$ cat src/rtl/bcd_pkg.sv
// Shared types, digit constants and arithmetic helpers for the signed-BCD to binary converter.
package bcd_pkg;

    localparam int unsigned DIGIT_W   = 4;
    localparam int unsigned DIGIT_MAX = 9;
    localparam int unsigned MUL_W     = 32;

    typedef enum logic [1:0] {
        ST_IDLE = 2'd0,
        ST_OP   = 2'd1,
        ST_DONE = 2'd2
    } state_e;

    // Multiply by ten using only shifts and an add.
    function automatic logic [MUL_W-1:0] mul10(input logic [MUL_W-1:0] x);
        return (x << 3) + (x << 1);
    endfunction

endpackage

$ cat src/rtl/bcd_digit_mac.sv
// One decimal step: acc*10 + digit, saturated to the binary magnitude range, with error flags.
module bcd_digit_mac
    import bcd_pkg::*;
#(
    parameter int unsigned BIN_N = 14
) (
    input  logic [BIN_N+3:0]   acc_i,
    input  logic [DIGIT_W-1:0] digit_i,
    output logic [BIN_N+3:0]   acc_c_o,
    output logic               err_digit_c_o,
    output logic               err_of_c_o
);

    localparam int unsigned ACC_W = BIN_N + 4;
    localparam logic [ACC_W-1:0] SAT = {4'b0000, {BIN_N{1'b1}}};

    logic [ACC_W-1:0] sum;

    // Clamping at 2^BIN_N-1 keeps acc*10+15 within ACC_W bits on every step.
    always_comb begin
        sum           = ACC_W'(mul10(MUL_W'(acc_i))) + ACC_W'(digit_i);
        err_digit_c_o = (digit_i > DIGIT_W'(DIGIT_MAX));
        err_of_c_o    = (sum > SAT);
        acc_c_o       = err_of_c_o ? SAT : sum;
    end

endmodule

$ cat src/rtl/bcd2bin.sv
// Iterative signed-BCD to binary converter, one digit per clock, MSD first, start/ready/done_tick handshake.
module bcd2bin
    import bcd_pkg::*;
#(
    parameter int unsigned BCD_N = 4,
    parameter int unsigned BIN_N = 14
) (
    input  logic                     clk,
    input  logic                     reset,
    input  logic                     start,
    input  logic                     sign_in,
    input  logic [DIGIT_W*BCD_N-1:0] bcd,
    output logic                     ready,
    output logic                     done_tick,
    output logic [BIN_N-1:0]         bin,
    output logic                     sign,
    output logic                     e_digit,
    output logic                     e_of
);

    localparam int unsigned BCD_W = DIGIT_W * BCD_N;
    localparam int unsigned ACC_W = BIN_N + 4;
    localparam int unsigned CNT_W = (BCD_N > 1) ? $clog2(BCD_N) : 1;

    state_e             state_q, state_d;
    logic [BCD_W-1:0]   sreg_q, sreg_d;
    logic [ACC_W-1:0]   acc_q, acc_d;
    logic [CNT_W-1:0]   n_q, n_d;
    logic               sign_lat_q, sign_lat_d;
    logic               err_d_q, err_d_d;
    logic               err_o_q, err_o_d;
    logic [BIN_N-1:0]   bin_q, bin_d;
    logic               sign_q, sign_d;
    logic               e_digit_q, e_digit_d;
    logic               e_of_q, e_of_d;
    logic               ready_q, ready_d;
    logic               done_q, done_d;

    logic [ACC_W-1:0]   mac_acc;
    logic               mac_err_digit;
    logic               mac_err_of;

    bcd_digit_mac #(
        .BIN_N (BIN_N)
    ) u_mac (
        .acc_i         (acc_q),
        .digit_i       (sreg_q[BCD_W-1 -: DIGIT_W]),
        .acc_c_o       (mac_acc),
        .err_digit_c_o (mac_err_digit),
        .err_of_c_o    (mac_err_of)
    );

    // Next-state and next-output logic.
    always_comb begin
        state_d    = state_q;
        sreg_d     = sreg_q;
        acc_d      = acc_q;
        n_d        = n_q;
        sign_lat_d = sign_lat_q;
        err_d_d    = err_d_q;
        err_o_d    = err_o_q;
        bin_d      = bin_q;
        sign_d     = sign_q;
        e_digit_d  = e_digit_q;
        e_of_d     = e_of_q;

        case (state_q)
            ST_IDLE: begin
                if (start) begin
                    sreg_d     = bcd;
                    sign_lat_d = sign_in;
                    acc_d      = '0;
                    err_d_d    = 1'b0;
                    err_o_d    = 1'b0;
                    n_d        = CNT_W'(BCD_N - 1);
                    state_d    = ST_OP;
                end
            end
            ST_OP: begin
                acc_d   = mac_acc;
                sreg_d  = sreg_q << DIGIT_W;
                err_d_d = err_d_q | mac_err_digit;
                err_o_d = err_o_q | mac_err_of;
                if (n_q == '0) begin
                    // Results are published from the final step so they land with done.
                    state_d   = ST_DONE;
                    bin_d     = mac_acc[BIN_N-1:0];
                    sign_d    = sign_lat_q & (mac_acc != '0);
                    e_digit_d = err_d_q | mac_err_digit;
                    e_of_d    = err_o_q | mac_err_of;
                end else begin
                    n_d = n_q - CNT_W'(1);
                end
            end
            ST_DONE: begin
                state_d = ST_IDLE;
            end
            default: begin
                state_d = ST_IDLE;
            end
        endcase

        ready_d = (state_d == ST_IDLE);
        done_d  = (state_d == ST_DONE);
    end

    // All state and outputs; reset aborts any conversion without a done pulse.
    always_ff @(posedge clk) begin
        if (!reset) begin
            state_q    <= ST_IDLE;
            sreg_q     <= '0;
            acc_q      <= '0;
            n_q        <= '0;
            sign_lat_q <= 1'b0;
            err_d_q    <= 1'b0;
            err_o_q    <= 1'b0;
            bin_q      <= '0;
            sign_q     <= 1'b0;
            e_digit_q  <= 1'b0;
            e_of_q     <= 1'b0;
            ready_q    <= 1'b1;
            done_q     <= 1'b0;
        end else begin
            state_q    <= state_d;
            sreg_q     <= sreg_d;
            acc_q      <= acc_d;
            n_q        <= n_d;
            sign_lat_q <= sign_lat_d;
            err_d_q    <= err_d_d;
            err_o_q    <= err_o_d;
            bin_q      <= bin_d;
            sign_q     <= sign_d;
            e_digit_q  <= e_digit_d;
            e_of_q     <= e_of_d;
            ready_q    <= ready_d;
            done_q     <= done_d;
        end
    end

    assign ready     = ready_q;
    assign done_tick = done_q;
    assign bin       = bin_q;
    assign sign      = sign_q;
    assign e_digit   = e_digit_q;
    assign e_of      = e_of_q;

endmodule

$ cat config.mk
export PLATFORM = sky130hd
export DESIGN_NAME = bcd2bin
export DESIGN_NICKNAME = d
export VERILOG_FILES = /design/src/rtl/bcd_pkg.sv /design/src/rtl/bcd_digit_mac.sv /design/src/rtl/bcd2bin.sv
export SDC_FILE = /design/constraint.sdc
export NUM_CORES = 1
export LEC_CHECK = 0
export ABC_AREA = 1
export BUFFER_PORTS_ARGS = -buffer_cell sky130_fd_sc_hd__buf_2
export CORE_ASPECT_RATIO = 1.1
export CORE_UTILIZATION = 59
export CTS_CLUSTER_DIAMETER = 150
export DETAILED_ROUTE_END_ITERATION = 12
export PLACE_DENSITY = 0.87
export SLEW_MARGIN = 20
export SYNTH_ARGS = -nofsm -noshare
export SYNTH_HDL_FRONTEND = slang
export SYNTH_SLANG_ARGS = --single-unit
$ cat constraint.sdc
create_clock -name clk -period 3.6 [get_ports clk]
set_input_delay 0.72 -clock clk [delete_from_list [all_inputs] [get_ports clk]]
set_output_delay 0.72 -clock clk [all_outputs]
set_load 0.02 [all_outputs]
==> results of run 1 <==
==> flip-flops by register name, summed over array words and instances (netlist names) <==
signal,count
acc_q,17
bin,14
done_tick,1
e_digit,1
e_of,1
err_d_q,1
err_o_q,1
n_q,2
ready,1
sign,1
sign_lat_q,1
sreg_q,16
state_q,2
==> metal layers <==
metal,global-route usage (%),up-vias,wire length (um)
met5,0,-,0
met4,14.4,0,286
met3,6.43,27,560
met2,52.5,125,4070
met1,37.0,1505,3640
li1,-,1711,-
==> critical path, cell delays in order (launching register included) <==
cell and delay (ps):
dfxtp_1 330, inv_1 70, fa_1 540, fa_1 480
inv_1 90, nand3_1 80, nand2_1 120, nand3_1 100
nand4_1 90, nand2_1 70, nor2_2 140, nand2_2 210
inv_2 270, nand3_1 130, nand2_1 80, a21oi_1 50
==> cell families after synthesis <==
family,synth area share [%]
compound gates,14.5
xor+xnor,1.26
fa+ha+maj,12.3
buf+inv,10.2
flops,34.0
simple gates,27.7
==> final cells by class <==
class / count / area (um^2) / share of cell area, %
Clock buffer: 10 / 138 / 3.53
Clock inverter: 6 / 63.8 / 1.64
Inverter: 73 / 274 / 7.03
Multi-Input combinational cell: 364 / 1940 / 49.8
Sequential cell: 59 / 1180 / 30.3
Tap cell: 75 / 93.8 / 2.41
Timing Repair Buffer: 40 / 205 / 5.27
==> where the power goes <==
| part | switching, mW | internal [mW] | total, mW |
|---|---|---|---|
| combinational | 0.362 | 0.181 | 0.543 |
| clock | 0.268 | 0.338 | 0.606 |
| sequential | 0.0434 | 0.716 | 0.760 |
| total | 0.674 | 1.24 | 1.91 |
==> cell usage in the layout (no fill, tap or decap) <==
master,instances
inv_6,1
inv_2,2
clkbuf_8,10
bufinv_16,1
a21oi_2,2
and2_1,3
o21ai_0,25
clkinvlp_4,2
nand3b_1,1
nor2_1,41
or2_1,1
inv_1,71
nor2_4,2
nor2_2,5
fa_1,2
ha_1,31
dfxtp_1,59
nand2_1,152
a31oi_1,12
a22oi_1,4
nor3_1,3
nand2_2,1
o211ai_1,1
o21ai_1,7
xor2_1,4
a221oi_1,1
nand3_2,1
buf_2,38
a21oi_1,39
clkinv_2,2
xnor2_1,1
buf_4,2
o31ai_1,1
nand4_1,4
nand3_1,20
==> worst paths after layout <==
| kind | startpoint | endpoint | slack [ps] | cells after the start |
|---|---|---|---|---|
| worst max-delay path | sreg_q[15] | acc_q[6] | 550 | 15 |
| worst min-delay path | acc_q[15] | acc_q[15] | 450 | 2 |
| worst max register to register | sreg_q[15] | acc_q[6] | 550 | 15 |
| worst min register to register | acc_q[15] | acc_q[15] | 450 | 2 |
==> metrics.md, run 1 <==
| Metric | Value |
|---|---|
| Post-synth EDFFs | `0` |
| Synth cell types | `31` |
| CTS H-Tree Depth | `3` |
| GRT overflow | `0` |
| Avg Inst Size Synth | `a little under 7 um^2` |
| Final WS setup | `553 ps` |
| Async set-reset flop share out of synthesis | `0%` |
| Overall Global Routing Usage | `a little under a third` |
| Final WL | `8560 um` |
| Arrival time at the worst endpoint | `roughly 3200 ps` |
| Placed cell area | `3690 um^2` |
| Drt first pass iters | `5` |
| Post-synth net total | `around 570` |
| Layout cells sized above 1 | `around an eighth` |
| Final hold violation count | `0` |
| Maximum VDD drop | `396 uV` |
| Remaining antenna violation count | `0` |
| Placed insts | `611` |
| Most common cell in the netlist | `nand2_1` |
| Yosys warns | `0` |
| Core ar. | `5540 um^2` |
| PD cells | `between 400 and 500 nW/um^2` |
| Status | `complete, no violations` |
| # diodes | `0` |
| Design Area, Final | `3900 um^2` |
| WP data required | `between 3000 and 4000 ps` |
| Seq/Total Area, Yosys | `34.0%` |
| CTS buffer count | `9` |
| Startpoint Class | `flop` |
| Static Leak | `2.06 nW` |
| Vias in the first global route | `3194` |
| HPWL after detailed placement | `6150 um` |
| DRC | `0` |
| Tcrit/Tclk final | `84.6%` |
| Ranking of synthesized cells by area | `dfxtp_1, nand2_1, ha_1` |
| Setup bufs post-CTS | `0` |
| Layout area overhead | `12.3%` |
| PortBufs | `38` |
| Maximum clock path buffer count | `2` |
| Unrepaired setup endpoints after global routing | `false` |
| Die ar. | `6190 um^2` |
| First-pass GRT wire length | `14300 um` |
| Most frequent cells after synthesis | `nand2_1, inv_1, dfxtp_1` |
| Initial antenna violation count | `0` |
| Vias | `3368` |
| Worst slack at placement | `between 500 and 600 ps` |
| Io pins | `39` |
| Nets | `600` |
| Die X | `75.1 um` |
| Post-Route Setup TNS | `0 ps` |
| Min Clock Period, post-route | `3050 ps` |
| Fmax | `328 MHz` |
| Post-detailed-route wirelength per cell | `~14 um` |
| Setup Viol. Count Final | `0` |
| Initial core utilization | `a little over three fifths` |
| Via-per-instance ratio | `5.37` |
| Power consumption | `1.91 mW` |
| Post-CTS sizing | `0` |
| Die Height | `82.4 um` |
| Cell taking the most area after synthesis | `dfxtp_1` |
| Tightest Pin Transition | `~1100 ps` |
| Largest net degree at the start of global routing | `33` |
| Max Slew Vio Count | `0` |
| Clock latency at the later pin of the worst-skew pair | `between 300 and 400 ps` |
| Crit-path max FO | `15` |
| Final core utilization | `70.4%` |
| Yosys top cell area share | `34.0%` |
| Syn Inst Count | `~510` |
| Number of fillers in the final layout | `484` |
| HP Class | `reg -> reg` |
| Site Rows | `28` |
| Relative slew slack | `28.9%` |
| Crit path kind | `reg -> reg` |
| Hold-fix buffers, CTS | `0` |
| Worst hold slack | `approximately 450 ps` |
| Syn Std Cell Area | `3470 um^2` |
| Ys flop type | `dfxtp_1` |
| CP Capture Type | `flop` |
| Max cap viols | `0` |
| Skew final | `5.78 ps` |
| Non-filler cells, final | `627` |
| Reg clk slew, reported paths | `70 ps` |
| Clock sink count | `~60` |
| Post-synthesis register bit count | `59` |
| Clk root buf | `clkbuf_8` |
| Starting DRT DRC Count | `about 220` |
| GPL Wtd Cong | `approximately 0.90` |
| CTS tree | `built` |
No activity file was read; power rests on OpenSTA's default activity.
==> run 2, diff against run 1 <==
ABC_AREA = 0   (was 1)
clock period = 3.05 ns   (was 3.6 ns; I/O delays follow)
==> metrics.md, run 2 <==
| Metric | Value |
|---|---|
| Status | `complete, but fails checks` |
| Violations in the final reports | `negative setup slack` |
| Hold endpoint | `e_digit` |
| Max cap viols | `0 (unchanged)` |
| GRT overflow | `0 (unchanged)` |
| Hold-fix buffers, CTS | `0 (unchanged)` |
| Startpoint Class | `flop` |
| Crit Reg-Reg Startpoint | `acc_q[0]` |
| Seq/Total Area, Yosys | `34.0% (-0.037 points)` |
| # diodes | `0 (unchanged)` |
| Post-synth net total | `460 (-19%)` |
| Yosys warns | `0 (unchanged)` |
| Final WL | `12200 um (+43%)` |
| Most frequent cells after synthesis | `dfxtp_1, nand2_1, ha_1` |
| HP Class | `reg -> reg` |
| Ys flop type | `dfxtp_1` |
| CP Capture Type | `flop` |
| First-pass GRT wire length | `15400 um (+7.9%)` |
| Fmax | `306 MHz (-6.8%)` |
| Hold Path Stages | `2 (unchanged)` |
| Die ar. | `6200 um^2 (+0.11%)` |
| Largest net degree at the start of global routing | `45 (+36%)` |
| Post-detailed-route wirelength per cell | `22.3 um (+64%)` |
| Tcrit/Tclk final | `107% (+23 points)` |
| Hold_sp | `e_digit` |
| Most flop-heavy register | `acc_q` |
| Async set-reset flop share out of synthesis | `0% (unchanged)` |
| Arrival time at the worst endpoint | `3390 ps (+170 ps)` |
| Cell taking the most area after synthesis | `dfxtp_1` |
| Worst-case reg-to-reg path depth | `11 (-4)` |
| CTS H-Tree Depth | `3 (unchanged)` |
| Vias in the first global route | `3391 (+6.2%)` |
| Clk root buf | `clkbuf_8` |
| Die Height | `82.5 um (about the same)` |
| Placed cell area | `3860 um^2 (+4.6%)` |
| Drt first pass iters | `7 (+2)` |
| R2R Path End | `acc_q[4]` |
| Post-Route Setup TNS | `-964 ps (-964 ps)` |
| Via-per-instance ratio | `6.92 (+29%)` |
| Worst hold slack | `472 ps (+26.4 ps)` |
| Most common cell in the netlist | `dfxtp_1` |
| Post-synth EDFFs | `0 (unchanged)` |
| CTS buffer count | `9 (unchanged)` |
| Synth cell types | `60 (+94%)` |
| Initial core utilization | `62.8% (+0.068 points)` |
| Clock sink count | `59 (unchanged)` |
| Die X | `75.2 um (about the same)` |
| Relative slew slack | `20.1% (-8.8 points)` |
| Avg Inst Size Synth | `8.54 um^2 (+26%)` |
| Skew final | `19.8 ps (+14.0 ps)` |
| Yosys top cell area share | `34.0% (-0.037 points)` |
| Initial antenna violation count | `1 (+1)` |
| Starting DRT DRC Count | `555 (+150%)` |
| Reg clk slew, reported paths | `90 ps (+20 ps)` |
| Maximum VDD drop | `511 uV (+29%)` |
| Crit path kind | `reg -> reg` |
| Syn Inst Count | `407 (-21%)` |
| GPL Wtd Cong | `0.946 (+5.3%)` |
| CTS tree | `built` |
| Vias | `3791 (+13%)` |
| Number of flip-flops in the largest register | `17 (unchanged)` |
| Maximum clock path buffer count | `2 (unchanged)` |
| HPWL after detailed placement | `6920 um (+13%)` |
| Ranking of synthesized cells by area | `dfxtp_1, ha_1, nand2_1` |
| Syn Std Cell Area | `3470 um^2 (+0.11%)` |
| Max Slew Vio Count | `0 (unchanged)` |
| Io pins | `39 (unchanged)` |
| Crit-path max FO | `7 (-8)` |
| Commonest non-fill, non-tap cell in the layout | `dfxtp_1` |
| WP data required | `3170 ps (-600 ps)` |
| Unrepaired setup endpoints after global routing | `true` |
| Tightest Pin Transition | `1200 ps (+132 ps)` |
| Commonest cells after routing, fill and taps aside | `dfxtp_1, nand2_1, buf_2, ha_1, buf_4` |
| Final WS setup | `-220 ps (-774 ps)` |
| PD cells | `649 nW/um^2 (+32%)` |
| PortBufs | `38 (unchanged)` |
| Post-synthesis register bit count | `59 (unchanged)` |
| Min Clock Period, post-route | `3270 ps (+224 ps)` |
| DRC | `0 (unchanged)` |
| R2r setup slk | `-220 ps (-770 ps)` |
| Nets | `522 (-13%)` |
| Clock latency at the later pin of the worst-skew pair | `360 ps (+20 ps)` |
| Overall Global Routing Usage | `34.0% (+3.2 points)` |
| Final hold violation count | `0 (unchanged)` |
| Remaining antenna violation count | `0 (unchanged)` |
| Layout area overhead | `27.6%` |
| Static Leak | `2.05 nW (-0.25%)` |
| Layout cells sized above 1 | `29.2% (+17 points)` |
| Setup Viol. Count Final | `19 (+19)` |
| Site Rows | `28 (unchanged)` |
| Design Area, Final | `4430 um^2 (+14%)` |
| Core ar. | `5540 um^2 (unchanged)` |
## run 2: changes by cell type in the layout (fill, tap and decap cells not counted), moves of 8 or more
cell     delta
nand2_1   -106
and3_1      +8
buf_4      +26
a21oi_1    -17
inv_1      -60
nor2_1     -23
o211a_1    +10
mux2i_1     +9
## run 2: worst max path at each step
stage	startpoint	slack (ps)	end
floorplan	sreg_q[15]	70	acc_q[1]
global placement	sreg_q[15]	-110	acc_q[5]
detailed placement	sreg_q[15]	-170	acc_q[5]
CTS	acc_q[2]	3	bin[4]
global route	acc_q[0]	-490	sign
finish	acc_q[0]	-220	acc_q[4]
## run 2: metal layers
metal | track usage [%] | up-vias | routed length [um]
met5 | 0 | - | 0
li1 | - | 1635 | -
met2 | 61.5 | 310 | 5860
met3 | 8.01 | 109 | 1230
met1 | 36.1 | 1737 | 4200
met4 | 18.5 | 0 | 940
## run 2: cell type report
class / instances / area [um^2]
Timing Repair Buffer: 73 / 502
Clock buffer: 11 / 151
Fill cell: 339 / 1100
Clock inverter: 4 / 73.8
Multi-Input combinational cell: 311 / 2370
Inverter: 15 / 56.3
Sequential cell: 59 / 1190
Tap cell: 75 / 93.8
## run 2: through the flow
step / total power, mW / util [%] / setup WS [ps] / instances
floorplan: 1.44 / - / 74.4 / 407
global placement: 1.68 / 69.8 / -114 / 523
detailed placement: 1.71 / 69.8 / -170 / 523
CTS: 2.56 / 75.0 / 2.90 / 543
global route: 2.96 / 80.1 / -486 / 548
finish: 2.88 / 80.1 / -220 / 548
## run 2: worst max-delay path, cell delays in order (launching register included)
cell and delay, ps:
dfxtp_2 350, inv_2 40, fa_2 610, inv_2 80, ha_4 230, a21o_1 200
a22o_1 240, o211ai_1 270, a21oi_1 100, nand4b_1 210, o21ba_2 400, a41oi_1 290
## run 2: power by group
part | switching, mW | internal [mW] | total (mW)
clock | 0.342 | 0.500 | 0.843
sequential | 0.0671 | 0.853 | 0.920
combinational | 0.657 | 0.459 | 1.12
## run 2: timing repair
item	4_1_cts	5_1_grt
endpoints found under the hold margin	0	0
pin swaps	6	29
gates cloned	0	1
setup buffers	5	4
endpoints found under the setup margin	27	29
resized for setup	6	52
## run 2: cell families (layout without fill, tap and decap cells)
logic type,after synthesis,after routing,share of synthesized area [%]
AO/OA/AOI/OAI,136,136,26.9
XOR/XNOR,8,8,2.02
adder cells (fa/ha/maj),33,33,12.3
buffers and inverters,37,103,4.32
flip-flops,59,59,34.0
multiplexers,10,10,2.92
AND/OR/NAND/NOR,124,124,17.5
